`src/rtl/dht11_interface.sv`:
```
// dht11_interface: single-wire DHT11 driver.
// On a medir pulse it pulls the data line low for START_US, releases it, follows the
// sensor's response and 40 data bits, validates the checksum and reports the result
// with a one-cycle pronto. The data pin is open-drain off-chip (dht_oe=1 pulls low).
module dht11_interface #(
    parameter int CICLOS_US  = 50,
    parameter int START_US   = 18000,
    parameter int TIMEOUT_US = 100,
    parameter int LIMIAR_US  = 50
) (
    input  logic       clock,
    input  logic       reset,
    input  logic       medir,
    input  logic       dht_in,
    output logic       dht_oe,
    output logic       pronto,
    output logic [7:0] umidade_int,
    output logic [7:0] umidade_dec,
    output logic [7:0] temperatura_int,
    output logic [7:0] temperatura_dec,
    output logic       erro_checksum,
    output logic       erro_timeout,
    output logic [3:0] db_estado
);

    typedef enum logic [3:0] {
        OCIOSO    = 4'd0,
        START_LOW = 4'd1,
        LIBERA    = 4'd2,
        RESP_LOW  = 4'd3,
        RESP_HIGH = 4'd4,
        BIT_LOW   = 4'd5,
        BIT_HIGH  = 4'd6,
        CONCLUI   = 4'd7,
        ERRO      = 4'd8
    } estado_t;

    localparam int            PW          = (CICLOS_US > 1) ? $clog2(CICLOS_US) : 1;
    localparam logic [PW-1:0] PRESC_MAX   = PW'(CICLOS_US - 1);
    localparam logic [15:0]   START_LIM   = 16'(START_US);
    localparam logic [15:0]   TIMEOUT_LIM = 16'(TIMEOUT_US);
    localparam logic [15:0]   LIMIAR_LIM  = 16'(LIMIAR_US);

    estado_t       estado;
    logic [PW-1:0] presc;
    logic [14:0]   us_cnt;
    logic          tick;
    logic [15:0]   us_dec;
    logic [2:0]    sinc;
    logic          sobe;
    logic          desce;
    logic [5:0]    bit_cnt;
    logic [39:0]   dados;
    logic [7:0]    soma;
    logic          tempo_esgotado;

    // Microseconds spent in the current state, counting the cycle now being evaluated,
    // so a line held for N us compares as N and START_LOW lasts exactly START_US us.
    assign tick           = (presc == PRESC_MAX);
    assign us_dec         = {1'b0, us_cnt} + {15'd0, tick};
    assign tempo_esgotado = (us_dec > TIMEOUT_LIM);

    // sinc[1] is the synchronised line, sinc[2] its previous value.
    assign sobe  = sinc[1] & ~sinc[2];
    assign desce = ~sinc[1] & sinc[2];

    // Frame arrives MSB first: byte0 in dados[39:32], checksum byte in dados[7:0].
    assign soma      = dados[39:32] + dados[31:24] + dados[23:16] + dados[15:8];
    assign db_estado = estado;

    // Two-flop synchroniser for the asynchronous pin plus one delay stage for edge detection.
    always_ff @(posedge clock) begin
        if (reset) begin
            sinc <= 3'b111;
        end else begin
            sinc <= {sinc[1:0], dht_in};
        end
    end

    // Protocol FSM with us timing, bit capture and registered outputs.
    // NOTE: all state here uses non-blocking assignments; a transition's later assignments
    // override the per-cycle defaults written at the top of the block.
    always_ff @(posedge clock) begin
        if (reset) begin
            estado          <= OCIOSO;
            presc           <= '0;
            us_cnt          <= '0;
            bit_cnt         <= '0;
            dados           <= '0;
            dht_oe          <= 1'b0;
            pronto          <= 1'b0;
            umidade_int     <= '0;
            umidade_dec     <= '0;
            temperatura_int <= '0;
            temperatura_dec <= '0;
            erro_checksum   <= 1'b0;
            erro_timeout    <= 1'b0;
        end else begin
            pronto <= 1'b0;

            if (estado != OCIOSO) begin
                if (tick) begin
                    presc  <= '0;
                    us_cnt <= us_cnt + 15'd1;
                end else begin
                    presc <= presc + PW'(1);
                end
            end

            case (estado)
                OCIOSO: begin
                    // A request coinciding with the previous pronto is dropped.
                    if (medir && !pronto) begin
                        estado  <= START_LOW;
                        dht_oe  <= 1'b1;
                        bit_cnt <= '0;
                        presc   <= '0;
                        us_cnt  <= '0;
                    end
                end
                START_LOW: begin
                    if (us_dec >= START_LIM) begin
                        estado <= LIBERA;
                        dht_oe <= 1'b0;
                        presc  <= '0;
                        us_cnt <= '0;
                    end
                end
                LIBERA: begin
                    if (desce) begin
                        estado <= RESP_LOW;
                        presc  <= '0;
                        us_cnt <= '0;
                    end else if (tempo_esgotado) begin
                        estado <= ERRO;
                        presc  <= '0;
                        us_cnt <= '0;
                    end
                end
                RESP_LOW: begin
                    if (sobe) begin
                        estado <= RESP_HIGH;
                        presc  <= '0;
                        us_cnt <= '0;
                    end else if (tempo_esgotado) begin
                        estado <= ERRO;
                        presc  <= '0;
                        us_cnt <= '0;
                    end
                end
                RESP_HIGH: begin
                    if (desce) begin
                        estado <= BIT_LOW;
                        presc  <= '0;
                        us_cnt <= '0;
                    end else if (tempo_esgotado) begin
                        estado <= ERRO;
                        presc  <= '0;
                        us_cnt <= '0;
                    end
                end
                BIT_LOW: begin
                    if (sobe) begin
                        estado <= BIT_HIGH;
                        presc  <= '0;
                        us_cnt <= '0;
                    end else if (tempo_esgotado) begin
                        estado <= ERRO;
                        presc  <= '0;
                        us_cnt <= '0;
                    end
                end
                BIT_HIGH: begin
                    // The length of the high pulse encodes the bit value.
                    if (desce) begin
                        dados   <= {dados[38:0], (us_dec >= LIMIAR_LIM)};
                        bit_cnt <= bit_cnt + 6'd1;
                        estado  <= (bit_cnt == 6'd39) ? CONCLUI : BIT_LOW;
                        presc   <= '0;
                        us_cnt  <= '0;
                    end else if (tempo_esgotado) begin
                        estado <= ERRO;
                        presc  <= '0;
                        us_cnt <= '0;
                    end
                end
                CONCLUI: begin
                    if (soma == dados[7:0]) begin
                        umidade_int     <= dados[39:32];
                        umidade_dec     <= dados[31:24];
                        temperatura_int <= dados[23:16];
                        temperatura_dec <= dados[15:8];
                        erro_checksum   <= 1'b0;
                    end else begin
                        erro_checksum <= 1'b1;
                    end
                    erro_timeout <= 1'b0;
                    pronto       <= 1'b1;
                    estado       <= OCIOSO;
                    presc        <= '0;
                    us_cnt       <= '0;
                end
                ERRO: begin
                    erro_timeout  <= 1'b1;
                    erro_checksum <= 1'b0;
                    pronto        <= 1'b1;
                    estado        <= OCIOSO;
                    presc         <= '0;
                    us_cnt        <= '0;
                end
                default: begin
                    estado <= OCIOSO;
                    dht_oe <= 1'b0;
                    presc  <= '0;
                    us_cnt <= '0;
                end
            endcase
        end
    end

endmodule
```
`config.mk`:
```
export PLATFORM = sky130hd
export DESIGN_NAME = dht11_interface
export DESIGN_NICKNAME = d
export VERILOG_FILES = /design/src/rtl/dht11_interface.sv
export SDC_FILE = /design/constraint.sdc
export NUM_CORES = 1
export LEC_CHECK = 0
export ABC_AREA = 1
export ABC_CLOCK_PERIOD_IN_PS = 4650
export CAP_MARGIN = 10
export CORE_MARGIN = 5
export CORE_UTILIZATION = 50
export CTS_CLUSTER_SIZE = 20
export DETAILED_ROUTE_END_ITERATION = 7
export DONT_BUFFER_PORTS = 1
export PLACE_DENSITY = 0.64
export SLEW_MARGIN = 20
export SYNTH_ARGS = -nofsm -noshare
export SYNTH_HDL_FRONTEND = slang
export SYNTH_SLANG_ARGS = --single-unit
```
`constraint.sdc`:
```
create_clock -name clock -period 4.65 [get_ports clock]
set_clock_uncertainty 0.15 [all_clocks]
set_input_delay 0.93 -clock clock [delete_from_list [all_inputs] [get_ports clock]]
set_output_delay 0.93 -clock clock [all_outputs]
set_load 0.02 [all_outputs]
```
==> reports/results.ini <==
[drt]
postRouteWirelength_um=13700
drc=0
final_antenna_net_count=0
first_iter_violations=437
vias=5334
viasPerCell=4.87
dr.pass1.iters=5
avgRoutedWirePerCell_um=12.5

[placed_design]
dp_hpwl_um=9870
gp_congestion=0.883
io_buffers=0
placed_area_um2=6480

[logic_synthesis]
yosys-top-cells-area=dfxtp_1, nand2_1, inv_1
syn-num-nets=967
synth-simple-area-share_pct=30.6
synth_top_family_by_area=simple AND/OR/NAND/NOR gates
ys_ff_latch=110
synthDistinctLibCells=43
synth_top_area_share_pct=34.5
synth-seq-area-share_pct=34.5
yosys.area.top_type=dfxtp_1
synthAdderAreaFrac_pct=7.14
syn_area_um2=6380
synth-compound-area-share_pct=10.3
avgSynthCellArea_um2=6.82
synth-xor-area-share_pct=4.24
synthCells=935
synth.area.mux_share_pct=0
synth_warnings=0

[power]
internal_power_uw=1500
p_comb_share_pct=7.6
ir_drop_mv=0.204
switching_share_pct=25.1
powerDensity_nw_per_um2=293
cellLeakagePower_uw=0.00308
clkPwrFrac_pct=43.9
seqPwrFrac_pct=48.5
p_sw_uw=501

[timing]
setup_viol=0
setup_tns_ns=0
rsz0062_at_grt=no
min_period_over_period_pct=79.3
worst_pin_slew_ns=0.803
hold_violations=0
period_minus_slack_ns=3.69
slew_violations=0
max_freq_mhz=271
timing.slew.headroom_pct=46.0

[clock_network]
cts.repair.resized=0
cts_setup_buffers=0
cts_buffer_depth=2
root_buffer=clkbuf_16
htreeDepth=3
cts_inserted_buffers=9
cts_tree=done
cts.sinks=110
holdBufCountCts=0
path_clk_slew_ns=0.08
insertion_delay_ns=0.36

[final_layout]
diodes=0
fin_nets=951
final_common_cell=nand2_1
final_cell_mix=nand2_1, inv_1, dfxtp_1, nor2_1, nand3_1
area_growth_pct=6.98
fin_area_um2=6820
n_fill_cell=1222
utilization_pct=54.3
final-seq-area_um2=2200
final_layout_size_suffix_gt1_share_pct=6.60
multi_input_area_um2=3340

[worst_setup_path]
slowest_delay_ns=0.56
critical_path_required_ns=4.79
crit_slowest_cell=fa_1
critPathKind=register to register
cp_max_fo=33
r2r_slack_ns=0.96
path_common_cell=fa_1
start_kind=register
crit_chain=fa_1 -> fa_1 -> ha_1 -> inv_1 -> fa_1 -> xnor2_1 -> nor3_1 -> nand3_1 -> nor3_4 -> nand2_2 -> nand2_1 -> inv_1 -> nor2_1
worstPathArrival_ns=3.83
crit_path_end_kind=register

[die]
coreArea_um2=12600
die_y_um=123
io_pins=44
die_area_um2=15100
rows=41
start_util_pct=50.8
die_x_um=123

[global_routing]
grt_pass1_vias=4905
grt_max_degree=76
antenna_found_initial=0
grt_overflow_total=0
grtUsageTotal_pct=19.5
grt_pass1_wl_um=23600

[worst_hold_path]
min_path_type=register to register

[status]
status=finished, final reports clean

[run]
cap_violations=0

-- path summary, 6_finish.rpt --
kind / depth (start not counted) / endpoint / start
setup / recovery: 13 / umidade_dec[3]$_SDFFE_PP0P_ / dados[9]$_SDFFE_PP0P_
hold / removal: 1 / sinc[1]$_SDFF_PP1_ / sinc[0]$_SDFF_PP1_
setup reg to reg: 13 / umidade_dec[3]$_SDFFE_PP0P_ / dados[9]$_SDFFE_PP0P_
hold reg to reg: 1 / sinc[1]$_SDFF_PP1_ / sinc[0]$_SDFF_PP1_
-- sequential cells by signal (all words and copies together) (netlist names) --
name	flops
temperatura_dec	8
bit_cnt	6
dados	40
presc	6
pronto	1
erro_timeout	1
sinc	3
umidade_dec	8
dht_oe	1
db_estado	4
temperatura_int	8
erro_checksum	1
us_cnt	15
umidade_int	8
-- power by group through the flow --
stage | sequential [µW] | combinational (µW) | clock [µW]
global route | 970 | 176 | 935
floorplan | 986 | 122 | 0
CTS | 968 | 152 | 900
finish | 968 | 152 | 877
global placement | 991 | 153 | 0
detailed placement | 991 | 152 | 0
-- cells in the mapped netlist (all sizes together) --
library cell,instances
or2,6
nand3b,2
a21oi,69
nand2,208
xnor2,9
and3,1
nor2,94
dfxtp,110
o21bai,2
o211ai,4
o21ai,48
nor3,17
xor2,21
a32o,1
o21a,1
buf,17
nand3,83
fa,14
inv,180
ha,14
nand4,13
nor4,1
a211oi,1
clkinv,1
nor3b,3
clkbuf,15
-- metrics by stage --
step | setup WS, ns | power [µW] | instances | hold slack, ns
global placement | 0.960 | 1140 | 1080 | 0.243
CTS | 0.892 | 2020 | 1096 | 0.277
floorplan | 1.30 | 1110 | 935 | 0.239
detailed placement | 0.928 | 1140 | 1080 | 0.247
global route | 0.616 | 2080 | 1096 | 0.308
finish | 0.961 | 2000 | 1096 | 0.278
-- worst max-delay path: cells and delay by family, from the launching register on --
kind                     cells  cell delay, ns
flip-flops                   1            0.34
XOR/XNOR                     1            0.14
AND/OR/NAND/NOR              6            1.22
buffers and inverters        2            0.12
adder cells (fa/ha/maj)      4            1.63
-- final cells by class --
class,count,area share (%)
Clock buffer,10,3.50
Clock inverter,6,1.52
Inverter,181,9.99
Multi-Input combinational cell,612,49.0
Sequential cell,110,32.3
Tap cell,172,3.15
Timing Repair Buffer,5,0.550
-- routing by layer --
layer | share of wire, % | track usage [%]
met5 | 0 | 0
met2 | 42 | 27.9
met4 | 1.9 | 6.30
met1 | 51 | 29.1
met3 | 5.3 | 4.12
-- cells by family after synthesis --
| family | after synthesis |
|---|---|
| AO/OA/AOI/OAI | 126 |
| XOR/XNOR | 30 |
| adder cells (fa/ha/maj) | 28 |
| buffers and inverters | 213 |
| flip-flops | 110 |
| AND/OR/NAND/NOR | 428 |
Note: power is estimated with default switching activity, not from simulation.
